<file path="src/rtl/gomoku_board_render.sv">
// Gomoku board renderer: 15x15 stone store with a sweeping clear and a 2-stage pixel pipeline.
// Optional feature macro: CURSOR_EN (draws an outline on cell cur_row/cur_col).
module gomoku_board_render #(
  parameter int BX0  = 95,
  parameter int BY0  = 15,
  parameter int CELL = 30,
  parameter int N    = 15
) (
  input  logic        clk,
  input  logic        rst,
  input  logic [9:0]  x,
  input  logic [9:0]  y,
  input  logic        video_on,
  input  logic        sync_h_in,
  input  logic        sync_v_in,
  input  logic        wr_en,
  input  logic [3:0]  wr_row,
  input  logic [3:0]  wr_col,
  input  logic [1:0]  wr_val,
  input  logic        clr,
  input  logic [3:0]  cur_row,
  input  logic [3:0]  cur_col,
  output logic        busy,
  output logic [11:0] rgb,
  output logic        sync_h,
  output logic        sync_v
);
  localparam logic [9:0]         X_LO    = 10'(BX0);
  localparam logic [9:0]         X_HI    = 10'(BX0 + CELL * N);
  localparam logic [9:0]         Y_LO    = 10'(BY0);
  localparam logic [9:0]         Y_HI    = 10'(BY0 + CELL * N);
  localparam logic [4:0]         OFF_MAX = 5'(CELL - 1);
  localparam logic [3:0]         N4      = 4'(N);
  localparam logic [7:0]         N8      = 8'(N);
  localparam logic [7:0]         LAST    = 8'(N * N - 1);
  localparam logic signed [12:0] CTR     = 13'(CELL / 2);
  localparam logic signed [12:0] R2      = 13'sd144;

  typedef enum logic {S_IDLE, S_CLEAR} state_t;

  state_t      state_q;
  logic [7:0]  clr_addr_q;
  logic        busy_q;
  logic [1:0]  board_q [N*N];

  logic [4:0]  xoff_q, xoff_d, yoff_q, yoff_d;
  logic [3:0]  col_q, col_d, row_q, row_d;
  logic        in_board_q, in_board_d;
  logic [1:0]  cell_q, cell_d;
  logic        vo_q, hs_q, vs_q;
  logic [7:0]  rd_addr, wr_addr;
  logic        wr_ok;
  logic        cur_hit;
  logic [11:0] rgb_q, rgb_d;
  logic        sync_h_q, sync_v_q;

  function automatic logic in_disc(input logic [4:0] xo, input logic [4:0] yo);
    logic signed [12:0] dx, dy;
    dx = $signed({8'b0, xo}) - CTR;
    dy = $signed({8'b0, yo}) - CTR;
    return (dx * dx + dy * dy) <= R2;
  endfunction

`ifdef CURSOR_EN
  function automatic logic in_ring(input logic [4:0] o);
    return (o == 5'd1) || (o == 5'd2) || (o == OFF_MAX - 5'd2) || (o == OFF_MAX - 5'd1);
  endfunction

  assign cur_hit = (row_q == cur_row) && (col_q == cur_col) &&
                   (in_ring(xoff_q) || in_ring(yoff_q));
`else
  logic unused_cur;
  assign unused_cur = ^{cur_row, cur_col};
  assign cur_hit    = 1'b0;
`endif

  // Clear sweep: one address per clock; reset restarts it from address 0
  always_ff @(posedge clk) begin
    if (!rst) begin
      state_q    <= S_CLEAR;
      clr_addr_q <= '0;
      busy_q     <= 1'b1;
    end else begin
      case (state_q)
        S_IDLE: if (clr) begin
          state_q    <= S_CLEAR;
          clr_addr_q <= '0;
          busy_q     <= 1'b1;
        end
        S_CLEAR: if (clr_addr_q == LAST) begin
          state_q <= S_IDLE;
          busy_q  <= 1'b0;
        end else begin
          clr_addr_q <= clr_addr_q + 8'd1;
        end
        default: begin
          state_q <= S_IDLE;
          busy_q  <= 1'b0;
        end
      endcase
    end
  end

  assign wr_addr = {4'b0, wr_row} * N8 + {4'b0, wr_col};
  assign wr_ok   = rst && wr_en && !busy_q && (wr_row < N4) && (wr_col < N4);

  always_ff @(posedge clk) begin
    if (rst && busy_q) board_q[clr_addr_q] <= 2'b00;
    else if (wr_ok)    board_q[wr_addr]    <= wr_val;
  end

  // Stage 1: cell/offset counters track the raster scan instead of dividing x and y
  always_comb begin
    xoff_d = xoff_q + 5'd1;
    col_d  = col_q;
    if (x == X_LO) begin
      xoff_d = '0;
      col_d  = '0;
    end else if (xoff_q == OFF_MAX) begin
      xoff_d = '0;
      col_d  = col_q + 4'd1;
    end
    yoff_d = yoff_q;
    row_d  = row_q;
    if (x == 10'd0) begin
      if (y == Y_LO) begin
        yoff_d = '0;
        row_d  = '0;
      end else if (yoff_q == OFF_MAX) begin
        yoff_d = '0;
        row_d  = row_q + 4'd1;
      end else begin
        yoff_d = yoff_q + 5'd1;
      end
    end
    in_board_d = (x >= X_LO) && (x < X_HI) && (y >= Y_LO) && (y < Y_HI);
    rd_addr    = {4'b0, row_d} * N8 + {4'b0, col_d};
    cell_d     = ((row_d < N4) && (col_d < N4)) ? board_q[rd_addr] : 2'b00;
  end

  always_ff @(posedge clk) begin
    if (!rst) begin
      xoff_q     <= '0;
      yoff_q     <= '0;
      col_q      <= '0;
      row_q      <= '0;
      in_board_q <= 1'b0;
      cell_q     <= '0;
      vo_q       <= 1'b0;
      hs_q       <= 1'b0;
      vs_q       <= 1'b0;
    end else begin
      xoff_q     <= xoff_d;
      yoff_q     <= yoff_d;
      col_q      <= col_d;
      row_q      <= row_d;
      in_board_q <= in_board_d;
      cell_q     <= cell_d;
      vo_q       <= video_on;
      hs_q       <= sync_h_in;
      vs_q       <= sync_v_in;
    end
  end

  // Stage 2: colour priority; reserved cell value 3 falls through as empty
  always_comb begin
    rgb_d = 12'hDA6;
    if (!vo_q)                                        rgb_d = 12'h000;
    else if (!in_board_q)                             rgb_d = 12'h333;
    else if (cur_hit)                                 rgb_d = 12'hF00;
    else if (xoff_q == 5'd0 || yoff_q == 5'd0)        rgb_d = 12'h000;
    else if (in_disc(xoff_q, yoff_q) && cell_q == 2'd1) rgb_d = 12'h111;
    else if (in_disc(xoff_q, yoff_q) && cell_q == 2'd2) rgb_d = 12'hEEE;
  end

  always_ff @(posedge clk) begin
    if (!rst) begin
      rgb_q    <= 12'h000;
      sync_h_q <= 1'b1;
      sync_v_q <= 1'b1;
    end else begin
      rgb_q    <= rgb_d;
      sync_h_q <= hs_q;
      sync_v_q <= vs_q;
    end
  end

  assign busy   = busy_q;
  assign rgb    = rgb_q;
  assign sync_h = sync_h_q;
  assign sync_v = sync_v_q;
endmodule

</file>
<file path="config.mk">
export PLATFORM = sky130hd
export DESIGN_NAME = gomoku_board_render
export DESIGN_NICKNAME = d
export VERILOG_FILES = /design/src/rtl/gomoku_board_render.sv
export SDC_FILE = /design/constraint.sdc
export NUM_CORES = 1
export LEC_CHECK = 0
export CORE_MARGIN = 2
export CORE_UTILIZATION = 40
export DETAILED_ROUTE_END_ITERATION = 10
export GPL_ROUTABILITY_DRIVEN = 0
export PLACE_DENSITY_LB_ADDON = 0.2
export SLEW_MARGIN = 10
export SYNTH_ARGS = -nofsm -noshare
export SYNTH_HDL_FRONTEND = slang
export SYNTH_SLANG_ARGS = --single-unit
export TNS_END_PERCENT = 5
</file>
<file path="constraint.sdc">
create_clock -name clk -period 9.8 [get_ports clk]
set_input_delay 2.45 -clock clk [delete_from_list [all_inputs] [get_ports clk]]
set_output_delay 2.45 -clock clk [all_outputs]
set_load 0.05 [all_outputs]
</file>
==> Word level (Yosys, flattened, before mapping) <==
Memories as Yosys holds them, arrays and structs flattened. A register that Yosys moved wholly into a read port is not among the register bits.
Index checks and enable logic that the tools add are counted.
{ "word_totals": {"mem_count": 1, "output_inout_bits": 15, "word_cells": 105, "latch_bits": 0, "input_bits": 45, "register_bits": 46, "romBits": 0, "mem_bits_rw": 450} }
{ "memory_table": {"columns": ["name", "depth", "word_bits", "rd", "rd_ports_with_merged_regs", "wr", "line", "text"], "rows": [
  ["board_q", 225, 2, 1, 1, 1, "44", "logic [1:0] board_q [N*N];"]
]} }
{ "op_classes": {"n_shift": 0, "bitwise_logic": 4, "muxes": 28, "n_lt_le_gt_ge": 9, "n_reduce_logical": 24, "mul": 4, "eq_ne": 10, "n_div": 0, "addsub": 10} }
{ "op_table": {"columns": ["op", "n"], "rows": [
  ["$mux 10", 4],
  ["$mul 6x6->12", 2],
  ["$mux 8", 3],
  ["$mux 4", 5],
  ["$add 8x4->8", 2],
  ["$lt 4x4->1 const B", 4],
  ["$mul 4x4->8 const B", 2],
  ["$pmux 8 s2", 1],
  ["$add 12x12->13", 1],
  ["$le 13x9->1 const B", 1],
  ["$sub 5x4->6 const B", 2],
  ["$logic_and 1x1->1", 11],
  ["$add 5x1->5 const B", 2],
  ["$eq 10x4->1 const B", 1],
  ["$eq 10x7->1 const B", 1],
  ["$eq 5x5->1 const B", 2],
  ["$ge 10x4->1 const B", 1],
  ["$ge 10x7->1 const B", 1],
  ["$logic_not 10->1", 1],
  ["$logic_not 5->1", 2],
  ["$lt 10x10->1 const B", 1],
  ["$lt 10x9->1 const B", 1],
  ["$mux 1", 10],
  ["$mux 5", 2],
  ["16 further kinds", 26]
]} }

==> Logic depth before layout (Yosys ltp) <==
Gate-level depths: netlist of run 1.
{ "logic_depth": {"word_depth": 9, "ltp_mapped": 27, "mapped_depth_nobuf": 27} }

==> Worst setup path after synthesis of run 1 <==
No wires, ideal clock.
{ "synth_path": {"path_kind": "input -> register", "startpoint": "input x[7]", "endpoint": "register cell_q[0], read port of board_q", "path_stages": 22, "setup_slack_ps": 1793, "setup_ps": 133, "arrival_time_ps": 7874, "required_time_ps": 9667, "path_buffers": 2, "cell_sequence": "or4_4 -> or3_1 -> clkbuf_1 -> nor2_2 -> nand2_1 -> xor2_1 -> nor2_1 -> fa_1 -> inv_1 -> fa_1 -> fa_1 -> inv_1 -> ha_1 -> nand2b_1 -> a21oi_4 -> xnor2_1 -> buf_6 -> mux2_2 -> a2111oi_1 -> a211oi_1 -> a22oi_2 -> o221ai_2"} }
{ "synth_via": {"elab_chain_cells": 6} }
{ "synth_lines": {"columns": ["element", "line", "text"], "rows": [
  ["start, declared", "11", "input logic [9:0] x,"],
  ["$logic_not 10->1 *", "125", "if (x == 10'd0) begin"],
  ["$mux 4 *", "125", null],
  ["via row_d[2]", "47", "logic [3:0] col_q, col_d, row_q, row_d;"],
  ["parallel branches: the longest is 4 deep, another holds $mul 4x4->8", null, null],
  ["end, declared", "49", "logic [1:0] cell_q, cell_d;"]
]} }
Mark *: on every way through the listed nets, which the timed path passes.
A chain may end at the register's enable or synchronous reset.

==> Worst setup path in the final report of run 1 <==
{ "layout_path": {"startpoint": "input x[5]", "endpoint": "register cell_q[1], read port of board_q"} }
The elaborated chain is that of the path after synthesis.

==> summary.md, run 1 <==
| Metric | Value |
|---|---|
| CTS root buf | clkbuf_16 |
| Ports | 60 |
| Max rail drop VDD | 144 uV |
| Detail Placement HPWL | 38,200 um |
| Reg area | 14,400 um^2 |
| Via density | 5.63 |
| Post-synth EDFFs | 450 |
| Clock Skew | 0.0184 ns |
| RSZ-0062 raised after global routing | no |
| Count of final hold-check violations | 0 |
| First drt pass iteration count | 5 |
| Worst reg-to-reg setup slack | 2.23 ns |
| Clock Sinks | 492 |
| Crit path kind | primary input to register |
| Initial Util | 40.4% |
| Tightest Pin Transition | 1.09 ns |
| Max Slew Vio Count | 0 |
| R2R depth | 23 |
| Worst hold slack | 0.406 ns |
| Die width | 253 um |
| Multi-input logic area | 9370 um^2 |
| Area Overhead vs Synth | 11.4% |
| H-tree depth | 2 |
| CTS resizes | 0 |
| Clock slew at reported path FFs | 0.06 ns |
| CP Capture Type | register |
| Max Freq | 0.118 GHz |
| DRC violations left | 0 |
| Die area | 64,100 um^2 |
| Non-Filler Instances | 2,605 |
| Async SR Flop Fraction | 0% |
| CP required | 10.30 ns |
| Worst EP arrival | 8.97 ns |
| Syn_nets | 1,963 |
| Die Span Y | 253 um |
| Avg Inst Size Synth | 14.1 um^2 |
| Min Tclk post-route | 8.47 ns |
| Post-CTS Setup Bufs | 0 |
| Crit Path Max Fanout | 12 |
| Seq/Total Area, Yosys | 57.8% |
| Vias in the first global route | 15,449 |
| Critical Path End | cell_q[1] |
| Commonest non-fill, non-tap cells in the layout | edfxtp_1 (450), nor3_1 (244), inv_1 (138) |
| HP Class | register to register |
| Maximum clock path buffer count | 3 |
| Status | complete, no violations |
| Final setup viols | 0 |
| Leak Pwr | 10.1 nW |
| First-pass GRT wire length | 93,100 um |
| Initial drt markers | 1,173 |
| Post-CTS Hold Fix Bufs | 0 |
| P per Cell Area | 186 nW/um^2 |
| TritonCTS clock tree | built |
| Endpoint of the worst register-to-register path | rgb[9] |
| Gr ovfl total | 0 |
| Yosys Warn Count | 0 |
| Power Total | 5.14 mW |
| Part of the cycle the worst path needs | 86.4% |
| Main synth FF type | edfxtp_1 |
| Via count | 14,671 |
| Largest net degree at the start of global routing | 90 |
| Clk Latency, worst-skew pair | 0.58 ns |
| Share of layout cells above drive strength 1 | 13.3% |
| CORE AREA | 61,500 um^2 |
| WL final | 59,200 um |
| I/O Buffers | 51 |
| GRT Total Usage | 19.1% |
| Most common cell after layout, fill and taps aside | edfxtp_1 |
| FP Rows | 91 |
| MaxCap Viol Count | 0 |
| Post-route setup TNS | 0 ns |
| Num CTS Buffers | 49 |
| Slew Limit Headroom | 27.2% |
| Worst setup path startpoint | x[5] |
| #FFs+latches synth | 492 |
| Initial antenna violation count | 0 |
| Routed WL per cell | 22.7 um |
| Routed Antenna Nets | 0 |
| Cell area after synthesis | 24,800 um^2 |
| Ant. Diodes | 0 |
| Worst r2r src | xoff_q[0] |
| Placed Cells | 2,514 |
| # nets final | 1,977 |
| Synth cell types | 84 |
| Fillers | 5,470 |
| Syn Inst Count | 1,761 |
| Critical Path Source Type | primary input |
==> flip-flops by register name (all words and copies together) (netlist names), 2 cells and up <==
name,flops
xoff_q,5
col_q,4
board_q,450
rgb,6
clr_addr_q,8
cell_q,2
row_q,4
yoff_q,5
==> synthesized netlist by cell type (12+ instances only) <==
library cell | n | area [um^2]
edfxtp_1 | 450 | 13500
nor3_1 | 244 | 1220
inv_1 | 138 | 518
mux4_2 | 93 | 2090
nand2_1 | 91 | 342
ha_1 | 82 | 1030
fa_1 | 75 | 1500
clkbuf_1 | 58 | 218
nor2_1 | 58 | 218
mux2i_1 | 46 | 460
dfxtp_1 | 42 | 841
a21oi_1 | 31 | 155
buf_2 | 29 | 145
a22oi_1 | 28 | 210
nand3_1 | 26 | 130
xnor2_1 | 24 | 210
o21ai_0 | 14 | 70.1
nand4_1 | 12 | 75.1
xor2_1 | 12 | 105
==> through the flow <==
stage                     util, %  setup slack (ns)  area, um^2
after floorplan                 -              1.79       24800
after global placement       42.4             0.881       26100
after detailed placement     42.4             0.779       26100
after CTS                    45.0              1.39       27700
after global routing         45.0              1.03       27700
final                        45.0              1.33       27700
==> layout make-up <==
cell class	count	share of cell area, %
inverter	139	1.89
clock inverter	28	1.03
clock buffer	63	4.74
timing repair buffer	84	2.97
sequential	492	51.9
multi-input combinational	1009	33.9
tap	790	3.57
==> worst max-delay path, cell delays in order <==
cell             delay (ns)
clkdlybuf4s50_1        0.46
or4_4                  0.56
or3_1                  0.48
nor2_2                 0.27
xnor2_1                0.11
nor2_1                 0.34
fa_1                   0.47
inv_1                  0.13
fa_1                   0.49
fa_1                   0.97
inv_1                  0.45
nor2_1                 0.79
a22oi_1                0.35
nand2_1                0.15
o22ai_1                0.09
nor3_1                 0.17
a2bb2oi_1              0.09
a31oi_1                0.12
==> how the worst min path moves through the flow <==
stage	to	cells after the start	from
after global routing	sync_h	1	hs_q
after floorplan	sync_h	1	hs_q
after global placement	sync_v	1	vs_q
final	sync_h	1	hs_q
after CTS	sync_h	1	hs_q
after detailed placement	sync_h	1	hs_q
==> layer usage <==
metal  track usage (%)  vias up  wire, um
met5                 0        -         0
met4              5.56        0      1550
li1                  -     6676         -
met2              32.2      383     28900
met1              25.4     7523     25400
met3              3.39       89      3300
==> logic make-up (layout without fill, tap and decap cells) <==
logic type | count (synthesis) | in the layout | share of synthesized area [%]
mux | 151 | 151 | 11.1
buf+inv | 260 | 314 | 4.70
xor+xnor | 37 | 37 | 1.34
fa+ha+maj | 157 | 157 | 10.2
flops | 492 | 492 | 57.8
simple gates | 502 | 502 | 9.98
compound gates | 162 | 162 | 4.82
==> power breakdown <==
part	switching [mW]	total [mW]	internal, mW
combinational	0.558	0.985	0.427
clock	0.804	1.88	1.08
sequential	0.00636	2.27	2.26
total	1.37	5.14	3.77
Power figures use the tool's default switching activity.
==> run 2: changes to the inputs <==
- PLACE_DENSITY_LB_ADDON: 0.2 -> unset
==> summary.md, run 2 (synthesis gave the netlist of run 1 again) <==
| Metric | Value |
|---|---|
| CP required | 10.26 ns |
| Placed cell areas | 26,000 um^2 |
| Core Util, Final | 45.1% |
| Most used cell, CP | fa_1 |
| Most common cell after layout, fill and taps aside | edfxtp_1 |
| I/O Buffers | 51 |
| Die Span Y | 253 um |
| Share of layout cells above drive strength 1 | 13.8% |
| Ant. Diodes | 0 |
| Clock Skew | 0.0265 ns |
| WP buf/inv | 4 |
| Post-route setup TNS | 0 ns |
| Clk Latency, worst-skew pair | 0.60 ns |
| Largest Register | board_q |
| Initial antenna violation count | 0 |
| MaxCap Viol Count | 0 |
| Status | complete, no violations |
| Largest register FFs | 450 |
| Via density | 5.69 |
| Crit path largest cell delay | 0.60 ns |
| Crit Path Max Fanout | 13 |
| FP Rows | 91 |
| Via count | 14,858 |
| Clock slew at reported path FFs | 0.07 ns |
| Design area | 27,700 um^2 |
| Max rail drop VDD | 198 uV |
| Gr ovfl total | 0 |
| Reg area | 14,400 um^2 |
| Power Total | 5.20 mW |
| TritonCTS clock tree | built |
| Worst path slowest cell | xor2_2 |
| H-tree depth | 2 |
| Tightest Pin Transition | 1.25 ns |
| Worst path cell trace | clkdlybuf4s50_1, or4_4, or3_1, nor2_2, xnor2_1, nor2_1, fa_1, inv_1, fa_1, fa_1, inv_1, ha_1, xor2_2, buf_4, nor2_1, a22oi_1, nand2_1, a221o_1, nand3_1, o221ai_2 |
| Largest net degree at the start of global routing | 96 |
| Max Freq | 0.118 GHz |
| Maximum clock path buffer count | 3 |
| GRT Total Usage | 19.5% |
| Routed WL per cell | 23.4 um |
| CP Capture Type | register |
| Final setup viols | 0 |
| Detail Placement HPWL | 38,600 um |
| WL final | 61,100 um |
| RSZ-0062 raised after global routing | no |
| First-pass GRT wire length | 93,600 um |
| CORE AREA | 61,500 um^2 |
| Initial Util | 40.4% |
| Post-CTS Hold Fix Bufs | 0 |
| P per Cell Area | 188 nW/um^2 |
| Num CTS Buffers | 52 |
| Max Slew Vio Count | 0 |
| Die area | 64,100 um^2 |
| Clock Sinks | 492 |
| Post-CTS Setup Bufs | 0 |
| Vias in the first global route | 15,486 |
| Part of the cycle the worst path needs | 86.6% |
| Count of final hold-check violations | 0 |
| Crit path kind | primary input to register |
| Multi-input logic area | 9380 um^2 |
| CTS resizes | 0 |
| Min Tclk post-route | 8.49 ns |
| Initial drt markers | 1,357 |
| Commonest non-fill, non-tap cells in the layout | edfxtp_1 (450), nor3_1 (244), inv_1 (138) |
| Routed Antenna Nets | 0 |
| Critical Path Source Type | primary input |
| Area Overhead vs Synth | 11.7% |
| Worst EP arrival | 8.95 ns |
| CTS root buf | clkbuf_16 |
| Crit-path leading delay family | simple AND/OR/NAND/NOR gates |
| Fillers | 5,513 |
| # nets final | 1,984 |
| First drt pass iteration count | 5 |
| Leak Pwr | 10.1 nW |
| Ports | 60 |
| Die width | 253 um |
| Slew Limit Headroom | 16.7% |
| DRC violations left | 0 |
| HP Class | register to register |
run 2: changes by cell type in the layout (fill, tap and decap cells not counted), sizes merged:
cell,before,now
bufinv,5,6
clkinvlp,3,2
buf,33,37
clkbuf,63,58
inv,140,142
clkinv,19,24
run 2: worst paths after layout:
| kind | slack [ns] | from | cells past startpoint | endpoint |
|---|---|---|---|---|
| setup / recovery | 1.31 | x[7] | 20 | cell_q[0] |
| hold / removal | 0.41 | hs_q | 1 | sync_h |
| setup reg to reg | 2.10 | xoff_q[0] | 23 | rgb[6] |
| hold reg to reg | 0.41 | hs_q | 1 | sync_h |
run 2: routing by layer:
metal / share of wire (%) / vias up / wire length (um) / global-route usage [%]
li1: - / 6701 / - / -
met1: 41 / 7594 / 25200 / 25.4
met2: 50 / 446 / 30500 / 33.2
met3: 5.7 / 117 / 3480 / 3.09
met4: 3.1 / 0 / 1920 / 6.48
met5: 0 / - / 0 / 0
run 2: per-stage QoR:
step	hold WS, ns	instances	setup slack (ns)
CTS	0.412	2611	1.35
detailed placement	0.403	2518	0.752
global route	0.427	2611	0.962
floorplan	0.386	1761	1.79
finish	0.408	2611	1.31
global placement	0.394	2518	0.786
run 2: final cells by class:
| cell class | count | share of cell area [%] |
|---|---|---|
| clock buffer | 58 | 4.78 |
| timing repair buffer | 88 | 2.89 |
| multi-input combinational | 1009 | 33.8 |
| sequential | 492 | 51.8 |
| tap | 790 | 3.57 |
| inverter | 139 | 1.88 |
| clock inverter | 35 | 1.26 |
run 2: power by group:
group          total [mW]  switching (mW)  leakage [nW]  internal (mW)
combinational       0.978           0.552          4.10          0.426
sequential           2.27         0.00645          5.18           2.26
clock                1.95           0.822         0.825           1.13
total                5.20            1.38          10.1           3.82
